===== src/rtl/stack_spill.sv =====
// Register stack whose bottom entry spills to / refills from memory; each transfer takes >=2 cycles.
// busy stalls the core while a transfer waits on mem_ack; front-end ops during busy are dropped.
module stack_spill #(
  parameter int          DEPTH = 3,
  parameter logic [15:0] BASE  = 16'h0100,
  parameter logic [15:0] LIMIT = 16'h0200
) (
  input  logic        i_clk,
  input  logic        i_rst,
  input  logic        i_push,
  input  logic        i_pop,
  input  logic        i_load,
  input  logic [15:0] i_data_in,
  output logic [15:0] o_data0,
  output logic [15:0] o_data1,
  output logic        o_busy,
  output logic        o_overflow,
  output logic [15:0] o_mem_addr,
  output logic [15:0] o_mem_wdata,
  output logic        o_mem_wr,
  output logic        o_mem_rd,
  input  logic [15:0] i_mem_rdata,
  input  logic        i_mem_ack
);
  localparam int CW = $clog2(DEPTH + 1);

  typedef enum logic [1:0] {IDLE, SPILL, FILL} state_t;

  state_t        r_state, w_next;
  logic [15:0]   r_e [DEPTH];
  logic [CW-1:0] r_cnt;
  logic [15:0]   r_sp;
  logic [15:0]   r_mem_addr, r_mem_wdata;
  logic          r_mem_wr, r_mem_rd, r_ovf;

  logic w_idle, w_push_op, w_pop_op, w_load_op, w_full, w_spill, w_fill;

  assign w_idle    = (r_state == IDLE);
  assign w_push_op = w_idle & i_push & ~i_pop;
  assign w_pop_op  = w_idle & i_pop & ~i_push;
  assign w_load_op = w_idle & i_load;
  assign w_full    = (r_cnt == CW'(DEPTH));
  assign w_spill   = w_push_op & w_full & (r_sp < LIMIT);
  assign w_fill    = w_pop_op & (r_sp > BASE);

  always_ff @(posedge i_clk or posedge i_rst) begin
    if (i_rst) r_state <= IDLE;
    else       r_state <= w_next;
  end

  always_comb begin
    w_next = r_state;
    case (r_state)
      IDLE:    if (w_spill) w_next = SPILL;
               else if (w_fill) w_next = FILL;
      SPILL:   if (i_mem_ack) w_next = IDLE;
      FILL:    if (i_mem_ack) w_next = IDLE;
      default: w_next = IDLE;
    endcase
  end

  always_ff @(posedge i_clk or posedge i_rst) begin
    if (i_rst) begin
      for (int i = 0; i < DEPTH; i++) r_e[i] <= '0;
      r_cnt       <= '0;
      r_sp        <= BASE;
      r_mem_addr  <= '0;
      r_mem_wdata <= '0;
      r_mem_wr    <= 1'b0;
      r_mem_rd    <= 1'b0;
      r_ovf       <= 1'b0;
    end else begin
      case (r_state)
        IDLE: begin
          if (w_push_op) begin
            for (int i = DEPTH - 1; i > 0; i--) r_e[i] <= r_e[i-1];
            r_e[0] <= i_load ? i_data_in : r_e[0];
            if (!w_full) r_cnt <= r_cnt + 1'b1;
            if (w_spill) begin
              r_mem_wdata <= r_e[DEPTH-1];
              r_mem_addr  <= r_sp;
              r_mem_wr    <= 1'b1;
            end else if (w_full) begin
              r_ovf <= 1'b1;
            end
          end else if (w_pop_op) begin
            for (int i = 0; i < DEPTH - 1; i++) r_e[i] <= r_e[i+1];
            r_e[DEPTH-1] <= '0;
            r_e[0]       <= i_load ? i_data_in : r_e[1];
            if (r_cnt != '0) r_cnt <= r_cnt - 1'b1;
            if (w_fill) begin
              r_mem_addr <= r_sp - 16'd2;
              r_mem_rd   <= 1'b1;
            end
          end else if (w_load_op) begin
            r_e[0] <= i_data_in;
          end
        end
        SPILL: if (i_mem_ack) begin
          r_sp     <= r_sp + 16'd2;
          r_mem_wr <= 1'b0;
        end
        FILL: if (i_mem_ack) begin
          // r_cnt is already the post-pop count, so it indexes the first empty slot
          r_e[r_cnt] <= i_mem_rdata;
          r_cnt      <= r_cnt + 1'b1;
          r_sp       <= r_sp - 16'd2;
          r_mem_rd   <= 1'b0;
        end
        default: ;
      endcase
    end
  end

  assign o_data0     = (r_cnt != '0)     ? r_e[0] : '0;
  assign o_data1     = (r_cnt > CW'(1))  ? r_e[1] : '0;
  assign o_busy      = ~w_idle;
  assign o_overflow  = r_ovf;
  assign o_mem_addr  = r_mem_addr;
  assign o_mem_wdata = r_mem_wdata;
  assign o_mem_wr    = r_mem_wr;
  assign o_mem_rd    = r_mem_rd;
endmodule


===== config.mk =====
export PLATFORM = sky130hd
export DESIGN_NAME = stack_spill
export DESIGN_NICKNAME = d
export VERILOG_FILES = /design/src/rtl/stack_spill.sv
export SDC_FILE = /design/constraint.sdc
export NUM_CORES = 1
export LEC_CHECK = 0
export ABC_AREA = 1
export CORE_ASPECT_RATIO = 1.25
export CORE_UTILIZATION = 54
export CTS_CLUSTER_SIZE = 40
export DETAILED_ROUTE_END_ITERATION = 12
export PLACE_DENSITY = 0.8
export REMOVE_ABC_BUFFERS = 1
export SYNTH_ARGS = -nofsm -noshare
export SYNTH_HDL_FRONTEND = slang
export SYNTH_SLANG_ARGS = --single-unit
export TNS_END_PERCENT = 100

===== constraint.sdc =====
create_clock -name i_clk -period 3.8 [get_ports i_clk]
set_clock_uncertainty 0.05 [all_clocks]
set_input_delay 0.38 -clock i_clk [delete_from_list [all_inputs] [get_ports i_clk]]
set_output_delay 0.38 -clock i_clk [all_outputs]
set_load 0.03 [all_outputs]

==> flow_summary.json, run 1 <==
{
  "run_status": "complete, no violations",
  "multi_input_area_sq_um": 2890,
  "min_path_type": "in2async",
  "grt_max_degree": 45,
  "final_layout_size_suffix_gt1_share_pct": 6.22,
  "post-route-period-util_pct": 78.0,
  "first_pass_iters": 8,
  "rr_endpoint": "o_mem_addr[13]$_DFFE_PP0P_",
  "num_vias": 5990,
  "crit_path_frequent_cell": "inv_1",
  "drc": 0,
  "timing.slew.headroom_pct": 45.3,
  "synth-simple-area-share_pct": 29.0,
  "ant_nets": 0,
  "htreeDepth": 3,
  "switching_share_pct": 48.6,
  "peakVddDrop_uv": 348,
  "yosysWarnings": 0,
  "arrival_ps": 2540,
  "initial_core_util_pct": 55.3,
  "cts_buffers": 9,
  "io_buffer_count": 104,
  "grt_pass1_wl_um": 27400,
  "ys_types": 37,
  "cp.depth": 6,
  "fmax_mhz": 337,
  "synth_largest_area_cell": "dfrtp_1",
  "start_kind": "flop",
  "path_buf_inv": 3,
  "synthTopCellsByCount": "nand2_1, dfrtp_1, inv_1",
  "wire_per_inst_um": 15.8,
  "syn_to_final_growth_pct": 21.4,
  "ys_seq_area_share_pct": 41.5,
  "hpwlAfterDp_um": 11400,
  "drt_iter0_drc": 346,
  "synth-xor-area-share_pct": 1.58,
  "ys_ff_latch": 101,
  "cts_tree": "built",
  "grt_pass1_vias": 5586,
  "antenna_found_initial": 0,
  "power_mw": 5.77,
  "drv_cap": 0,
  "fin_util_pct": 67.1,
  "cts_root_buf": "clkbuf_16",
  "clk_pin_slew_worst_paths_ps": 80,
  "slew_viol_final": 0,
  "worst_pin_slew_ps": 821,
  "ys.flop_type": "dfrtp_1",
  "ios": 106,
  "path_delay_family": "buffers and inverters",
  "synthCells": 849,
  "avgSynthCellArea_sq_um": 7.18,
  "overflow": 0,
  "synth-compound-area-share_pct": 15.0,
  "rows": 43,
  "clk_latency_ps": 360,
  "crit_start": "r_cnt[1]$_DFFE_PP0P_",
  "post-cts-setup-buffers": 0,
  "worstSetupEndpointType": "output pin",
  "synth_top_family_by_area": "simple AND/OR/NAND/NOR gates",
  "crit_chain": "inv_1, ha_1, inv_1, nand2_1, nor2_1, clkdlybuf4s50_1",
  "reg2reg_slack_ps": 1150,
  "cts_sinks": 101,
  "sequentialPowerShare_pct": 30.6,
  "die-area_sq_um": 11700,
  "core-area_sq_um": 11000,
  "die_height_um": 121,
  "synth_area_leaders": "dfrtp_1, nand2_1, inv_1",
  "p_leak_nw": 3.44,
  "routed_wl_um": 16900,
  "grt_use_total_pct": 29.4,
  "fin_setup_tns_ps": 0,
  "grt_setup_unrepaired": "false",
  "finalHoldViolations": 0,
  "seqCellArea_sq_um": 2530,
  "crit_end": "o_data1[4]",
  "cts_hold_buf": 0,
  "fin_hold_ws_ps": 368,
  "pwr-share-clk_pct": 15.7,
  "worst_ep_required_time_ps": 3370,
  "p_sw_mw": 2.80,
  "synth_async_sr_flop_share_pct": 100,
  "cts_resized": 0,
  "die_w_um": 97.0,
  "synth_top_area_share_pct": 41.1,
  "vias_per_cell": 5.61,
  "reg2reg_depth": 9,
  "worstReg2RegStart": "r_state[0]$_DFFE_PP0P_",
  "layout_min_cycle_time_ps": 2970,
  "worstPathMaxFanout": 16,
  "synth_fa_ha_area_share_pct": 1.85,
  "fillers": 935,
  "clockBufferDepth": 2,
  "max_stage_delay_ps": 700,
  "synth_edf_count": 0,
  "powerDensity_nw_per_um2": 779,
  "yosysMostFrequentCell": "nand2_1",
  "combPwrFrac_pct": 53.7,
  "fin_nets": 974,
  "critPathSlowestCell": "clkdlybuf4s50_1",
  "p_int_mw": 2.97,
  "synth_area_sq_um": 6090,
  "antenna_cells": 0,
  "critPathKind": "reg2out",
  "muxShareOfSynthArea_pct": 0,
  "finalWeightedCongestion": 0.935,
  "setup_viol": 0
}
==> layout make-up <==
cell class | instances | area share [%]
timing repair buffer | 114 | 15.1
inverter | 108 | 5.51
multi-input combinational | 593 | 39.1
tap | 135 | 2.28
clock buffer | 10 | 3.09
clock inverter | 6 | 0.761
sequential | 101 | 34.2
==> flip-flops by register name (all words and copies together), names as in the netlist <==
signal       flops
o_mem_rd         1
o_mem_wdata     16
o_mem_wr         1
r_sp            15
o_mem_addr      15
r_state          2
o_overflow       1
r_e             48
r_cnt            2
==> worst register-to-register path, delay by kind of cell (launching register included) <==
family	cells	cell delay (ps)
buffers and inverters	3	540
flip-flops	1	410
adder cells (fa/ha/maj)	1	400
AND/OR/NAND/NOR	5	1190
==> layer usage <==
layer | track usage [%] | part of all wire [%] | vias to the layer above | wire length [um]
li1 | - | - | 2878 | -
met1 | 37.7 | 42 | 2824 | 7090
met2 | 48.8 | 48 | 251 | 8150
met3 | 4.80 | 6.8 | 37 | 1150
met4 | 13.2 | 2.7 | 0 | 452
met5 | 0 | 0 | - | 0
==> per-stage QoR <==
stage,setup WS [ps],std cells,instance area [sq um]
after floorplan,725,802,5830
after global placement,1240,1051,7120
after detailed placement,1160,1051,7120
after CTS,833,1067,7400
after global routing,694,1067,7400
final,835,1067,7400
==> cells in the final DEF (no fill, tap or decap), types with 9 or more instances in the layout <==
master / count
o22ai_1: 42
dfrtp_1: 100
ha_1: 9
inv_1: 99
o21ai_0: 70
buf_4: 10
nand2_1: 240
o21ai_1: 16
nand3_1: 53
nor3_1: 18
nor2_1: 83
clkbuf_16: 9
xor2_1: 9
clkdlybuf4s50_1: 104
==> worst min path at each step <==
stage / slack, ps / cells past startpoint / start / to
floorplan: 400 / 2 / r_e[32]$_DFFE_PP0P_ / r_e[32]$_DFFE_PP0P_
global placement: 410 / 2 / r_e[46]$_DFFE_PP0P_ / r_e[46]$_DFFE_PP0P_
detailed placement: 420 / 2 / o_mem_rd$_DFFE_PP0P_ / o_mem_rd$_DFFE_PP0P_
CTS: 400 / 2 / i_rst / r_e[10]$_DFFE_PP0P_
global route: 430 / 2 / i_rst / o_mem_wdata[8]$_DFFE_PP0P_
finish: 370 / 2 / i_rst / o_mem_wdata[8]$_DFFE_PP0P_
==> cell families after synthesis <==
logic type,after synthesis
other,1
flip-flops,101
buffers and inverters,155
adder cells (fa/ha/maj),9
XOR/XNOR,11
AND/OR/NAND/NOR,418
AO/OA/AOI/OAI,154
==> power groups by stage <==
stage / logic (mW) / registers, mW / clock network, mW
floorplan: 1.82 / 1.93 / 0
global placement: 3.03 / 1.77 / 0
detailed placement: 3.07 / 1.76 / 0
CTS: 3.09 / 1.75 / 0.905
global route: 3.40 / 1.81 / 0.952
finish: 3.10 / 1.76 / 0.903
No activity file was read; power rests on OpenSTA's default activity.
==> inputs of run 2 (changes only) <==
- clock period: 3.8 -> 3 ns (I/O delays scaled with it)
==> run 2 against run 1 <==
Compared with the run above: setup slack got worse by 520 ps; cell area rose by 0.90%; count of clock-buffer cells in the layout decreased by 1; clock power is 38% higher; flip-flop and latch count stayed put; via count fell by 1.4%; worst hold slack got worse by 140 ps; critical path type unchanged; die area unchanged; combinational power grew 27%.
==> flow_summary.json, run 2 (synthesis gave the netlist of run 1 again) <==
{
  "first_pass_iters": 6,
  "finalWeightedCongestion": 0.916,
  "grt_pass1_vias": 5801,
  "seqCellArea_sq_um": 2530,
  "antenna_cells": 0,
  "cts_hold_buf": 0,
  "cts_buffers": 9,
  "fillers": 931,
  "cts_root_buf": "clkbuf_16",
  "drv_cap": 0,
  "rows": 43,
  "arrival_ps": 2330,
  "crit_start": "r_cnt[1]$_DFFE_PP0P_",
  "timing.slew.headroom_pct": 48.5,
  "fin_setup_tns_ps": 0,
  "routed_wl_um": 16400,
  "overflow": 0,
  "clk_pin_slew_worst_paths_ps": 70,
  "fin_hold_ws_ps": 224,
  "die_height_um": 121,
  "die_w_um": 97.0,
  "critPathSlowestCell": "clkdlybuf4s50_1",
  "hpwlAfterDp_um": 11300,
  "multi_input_area_sq_um": 2900,
  "wire_per_inst_um": 15.3,
  "drt_iter0_drc": 425,
  "finalHoldViolations": 0,
  "min_path_type": "in2async",
  "grt_setup_unrepaired": "false",
  "cts_sinks": 101,
  "ant_nets": 0,
  "antenna_found_initial": 0,
  "grt_max_degree": 37,
  "cts_tree": "built",
  "critPathKind": "reg2out",
  "final_common_cell": "nand2_1",
  "fin_nets": 977,
  "die-area_sq_um": 11700,
  "slew_viol_final": 0,
  "path_buf_inv": 3,
  "clockBufferDepth": 2,
  "io_buffer_count": 104,
  "powerDensity_nw_per_um2": 993,
  "syn_to_final_growth_pct": 22.5,
  "setup_viol": 0,
  "ios": 106,
  "initial_core_util_pct": 55.3,
  "max_stage_delay_ps": 690,
  "final_cell_mix": "nand2_1, clkdlybuf4s50_1, dfrtp_1",
  "vias_per_cell": 5.52,
  "dpl_cell_area_sq_um": 7150,
  "final_layout_size_suffix_gt1_share_pct": 6.64,
  "fin_area_sq_um": 7470,
  "path_delay_family": "buffers and inverters",
  "post-cts-setup-buffers": 0,
  "grt_pass1_wl_um": 28000,
  "layout_min_cycle_time_ps": 2680,
  "worstReg2RegStart": "r_state[1]$_DFFE_PP0P_",
  "fmax_mhz": 373,
  "worstPathMaxFanout": 16,
  "p_leak_nw": 3.47,
  "core-area_sq_um": 11000,
  "peakVddDrop_uv": 502,
  "worst_ep_required_time_ps": 2650,
  "crit_path_frequent_cell": "inv_1",
  "worstSetupEndpointType": "output pin",
  "clk_latency_ps": 350,
  "largest_reg_flops": 48,
  "crit_chain": "inv_1, ha_1, inv_1, nand2_2, nor2_1, clkdlybuf4s50_1",
  "run_status": "complete, no violations",
  "htreeDepth": 3,
  "start_kind": "flop",
  "worst_pin_slew_ps": 771,
  "post-route-period-util_pct": 89.4,
  "drc": 0,
  "largest_register": "r_e",
  "grt_use_total_pct": 29.5,
  "num_vias": 5905
}
## run 2: changes by cell type in the layout (fill, tap and decap cells not counted), sizes merged
cell	delta
buf	+3
bufinv	+2
inv	-2
clkbuf	-1
clkinv	-1
clkinvlp	+1
## run 2: routing by layer
layer  global-route usage [%]  routed length (um)
met5                        0                   0
met4                     13.1                 439
met3                     5.20                1230
met2                     48.0                7800
met1                     38.5                6920
## run 2: final cells by class
type / instances / area share, %
multi-input combinational: 593 / 38.8
clock buffer: 9 / 3.02
timing repair buffer: 117 / 15.4
clock inverter: 6 / 1.19
inverter: 108 / 5.46
sequential: 101 / 33.9
tap: 135 / 2.26
## run 2: per-stage QoR
stage	worst slack, ps	total power [mW]	util (%)	cells
6_report	319	7.41	67.7	1069
5_1_grt	171	7.95	67.7	1069
3_3_place_gp	606	6.07	64.8	1054
3_5_place_dp	501	6.13	64.8	1054
4_1_cts	121	7.40	67.7	1069
2_1_floorplan	4.52	4.75	-	802
## run 2: where the power goes
part | total (mW) | switching [mW] | internal, mW
logic | 3.94 | 2.58 | 1.36
registers | 2.22 | 0.384 | 1.83
clock network | 1.25 | 0.523 | 0.727
total | 7.41 | 3.49 | 3.93
## run 2: final timing paths
check	end	slack, ps	cells past startpoint
setup / recovery	o_data1[4]	320	6
hold / removal	o_mem_wdata[8]$_DFFE_PP0P_	220	2
setup reg to reg	r_e[42]$_DFFE_PP0P_	600	8
hold reg to reg	o_mem_wdata[9]$_DFFE_PP0P_	430	2
max in group asynchronous	r_sp[8]$_DFFE_PP1P_	2020	3
min in group i_clk	o_mem_wdata[9]$_DFFE_PP0P_	430	2
## run 2: worst register-to-register path: stages, from the launching register on
cell	delay (ps)
dfrtp_1	390
inv_1	90
ha_1	380
nand3_4	320
nor2_2	630
o21ai_0	190
o22ai_1	150
nand2_1	80
nand2_1	70
## run 2: timing repair
action	4_1_cts	5_1_grt
setup endpoints to repair	0	2
resized for setup	0	1
endpoints found under the hold margin	0	0
==> inputs of run 3 (changes only) <==
- CORE_UTILIZATION: 54 -> 49
- PLACE_DENSITY: 0.8 -> 0.77
- SLEW_MARGIN: default -> 20
- clock period: 3 -> 2.1 ns (I/O delays scaled with it)
==> run 3 against run 2 <==
Compared with the run above: count of clock-buffer cells in the layout increased by 1; sequential share of layout area is 1.1 points lower; wire length increased by 7.0%; critical path type unchanged; highest routed layer unchanged; critical path depth fell by 1; largest power group unchanged; sequential power up 43%; first-iteration DRC count down 22%; combinational power up 52%; utilization is 4.2 points lower; total power grew 46%; global-route usage decreased by 0.77 points; worst hold slack got worse by 21 ps; non-clock buffer count rose by 29.
==> flow_summary.json, run 3 (synthesis gave the netlist of run 1 again) <==
{
  "first_pass_iters": 4,
  "clockBufferDepth": 2,
  "peakVddDrop_uv": 757,
  "cts_sinks": 101,
  "p_sw_mw": 5.19,
  "combPwrFrac_pct": 55.3,
  "htreeDepth": 3,
  "finalHoldViolations": 0,
  "fillers": 1101,
  "power_mw": 10.8,
  "core-area_sq_um": 12200,
  "drt_iter0_drc": 332,
  "timing.slew.headroom_pct": 64.5,
  "worstPathMaxFanout": 15,
  "wire_per_inst_um": 15.5,
  "io_buffer_count": 104,
  "grt_pass1_wl_um": 28900,
  "antenna_cells": 0,
  "pwr-share-clk_pct": 15.2,
  "p_leak_nw": 3.68,
  "ant_nets": 0,
  "largest_register": "r_e",
  "num_vias": 6156,
  "layout_min_cycle_time_ps": 2030,
  "preCtsSetupSlack_ps": 25.2,
  "reg2reg_depth": 9,
  "dpl.cell_count": 1110,
  "rr_endpoint": "r_e[16]$_DFFE_PP0P_",
  "vias_per_cell": 5.46,
  "reg2reg_slack_ps": 150,
  "drc": 0,
  "worstSetupEndpointType": "output pin",
  "stdcell_count": 1128,
  "final_common_cell": "nand2_1",
  "fin_util_pct": 63.5,
  "critPathKind": "reg2out",
  "start_kind": "flop",
  "routed_wl_um": 17500,
  "grt_pass1_vias": 6073,
  "worst_pin_slew_ps": 533,
  "min_path_type": "in2async",
  "worstReg2RegStart": "r_state[0]$_DFFE_PP0P_",
  "syn_to_final_growth_pct": 26.6,
  "antenna_found_initial": 0,
  "fin_nets": 1006,
  "setup_viol": 0,
  "post-route-period-util_pct": 96.4,
  "final_layout_size_suffix_gt1_share_pct": 12.4,
  "rows": 45,
  "worst_ep_required_time_ps": 1840,
  "overflow": 0,
  "run_status": "complete, no violations",
  "cts_hold_buf": 0,
  "grt_use_total_pct": 28.7,
  "fmax_mhz": 494,
  "clk_latency_ps": 350,
  "cts_buffers": 9,
  "initial_core_util_pct": 50.1,
  "die_height_um": 127,
  "hpwlAfterDp_um": 12500,
  "die-area_sq_um": 12900,
  "sequentialPowerShare_pct": 29.5,
  "crit_start": "r_cnt[1]$_DFFE_PP0P_",
  "powerDensity_nw_per_um2": 1400,
  "fin_ws_ps": 74.8,
  "cts_tree": "built",
  "arrival_ps": 1770,
  "p_int_mw": 5.62,
  "grt_max_degree": 41,
  "slew_viol_final": 0,
  "final_cell_mix": "nand2_1, dfrtp_1, inv_1",
  "cts_root_buf": "clkbuf_16",
  "largest_reg_flops": 48,
  "finalWeightedCongestion": 0.906,
  "clk_pin_slew_worst_paths_ps": 70,
  "ios": 106,
  "die_w_um": 102,
  "switching_share_pct": 48.0,
  "drv_cap": 0
}
[run 3: worst max path at each step]
stage	endpoint	slack [ps]	cells after the start
3_5_place_dp	r_e[16]$_DFFE_PP0P_	30	9
4_1_cts	o_data0[8]	20	5
5_1_grt	o_data0[13]	-10	5
2_1_floorplan	o_mem_addr[10]$_DFFE_PP0P_	-810	1
3_3_place_gp	r_e[13]$_DFFE_PP0P_	70	9
6_report	o_data0[0]	70	5
[run 3: critical path: stages, from the launching register on]
cell           delay (ps)
dfrtp_1               410
inv_1                 100
ha_1                  230
buf_12                170
nor2_1                100
dlygate4sd2_1         400
[run 3: cell type report]
cell class / instances / area (sq um) / share of cell area (%)
multi-input combinational: 593 / 2930 / 38.0
sequential: 101 / 2530 / 32.8
timing repair buffer: 146 / 1350 / 17.5
inverter: 108 / 408 / 5.28
clock buffer: 10 / 239 / 3.10
tap: 164 / 205 / 2.66
clock inverter: 6 / 55.1 / 0.713
[run 3: what timing repair did]
action                     CTS  global route
resized for setup           21            29
setup endpoints to repair   18            62
pin swaps                    0             1
buffers inserted             0             2
[run 3: power by group through the flow]
| stage | Sequential (mW) | Combinational (mW) | Clock [mW] |
|---|---|---|---|
| after global placement | 3.19 | 5.89 | 0 |
| final | 3.18 | 5.98 | 1.65 |
| after CTS | 3.17 | 5.90 | 1.68 |
| after floorplan | 3.49 | 3.29 | 0 |
| after global routing | 3.27 | 6.56 | 1.74 |
| after detailed placement | 3.20 | 5.99 | 0 |
[run 3: metrics by stage]
stage                     area (sq um)  TNS (ps)  hold slack [ps]
after CTS                         7690         0              224
after global placement            7410         0              413
after floorplan                   5830    -95010              388
after detailed placement          7410         0              416
after global routing              7720     -26.1              257
final                             7720         0              203
[run 3: layer usage]
metal / wire length, um / GRT usage (%)
met1: 7460 / 36.4
met2: 8600 / 48.4
met3: 980 / 4.13
met4: 495 / 12.3
met5: 0 / 0
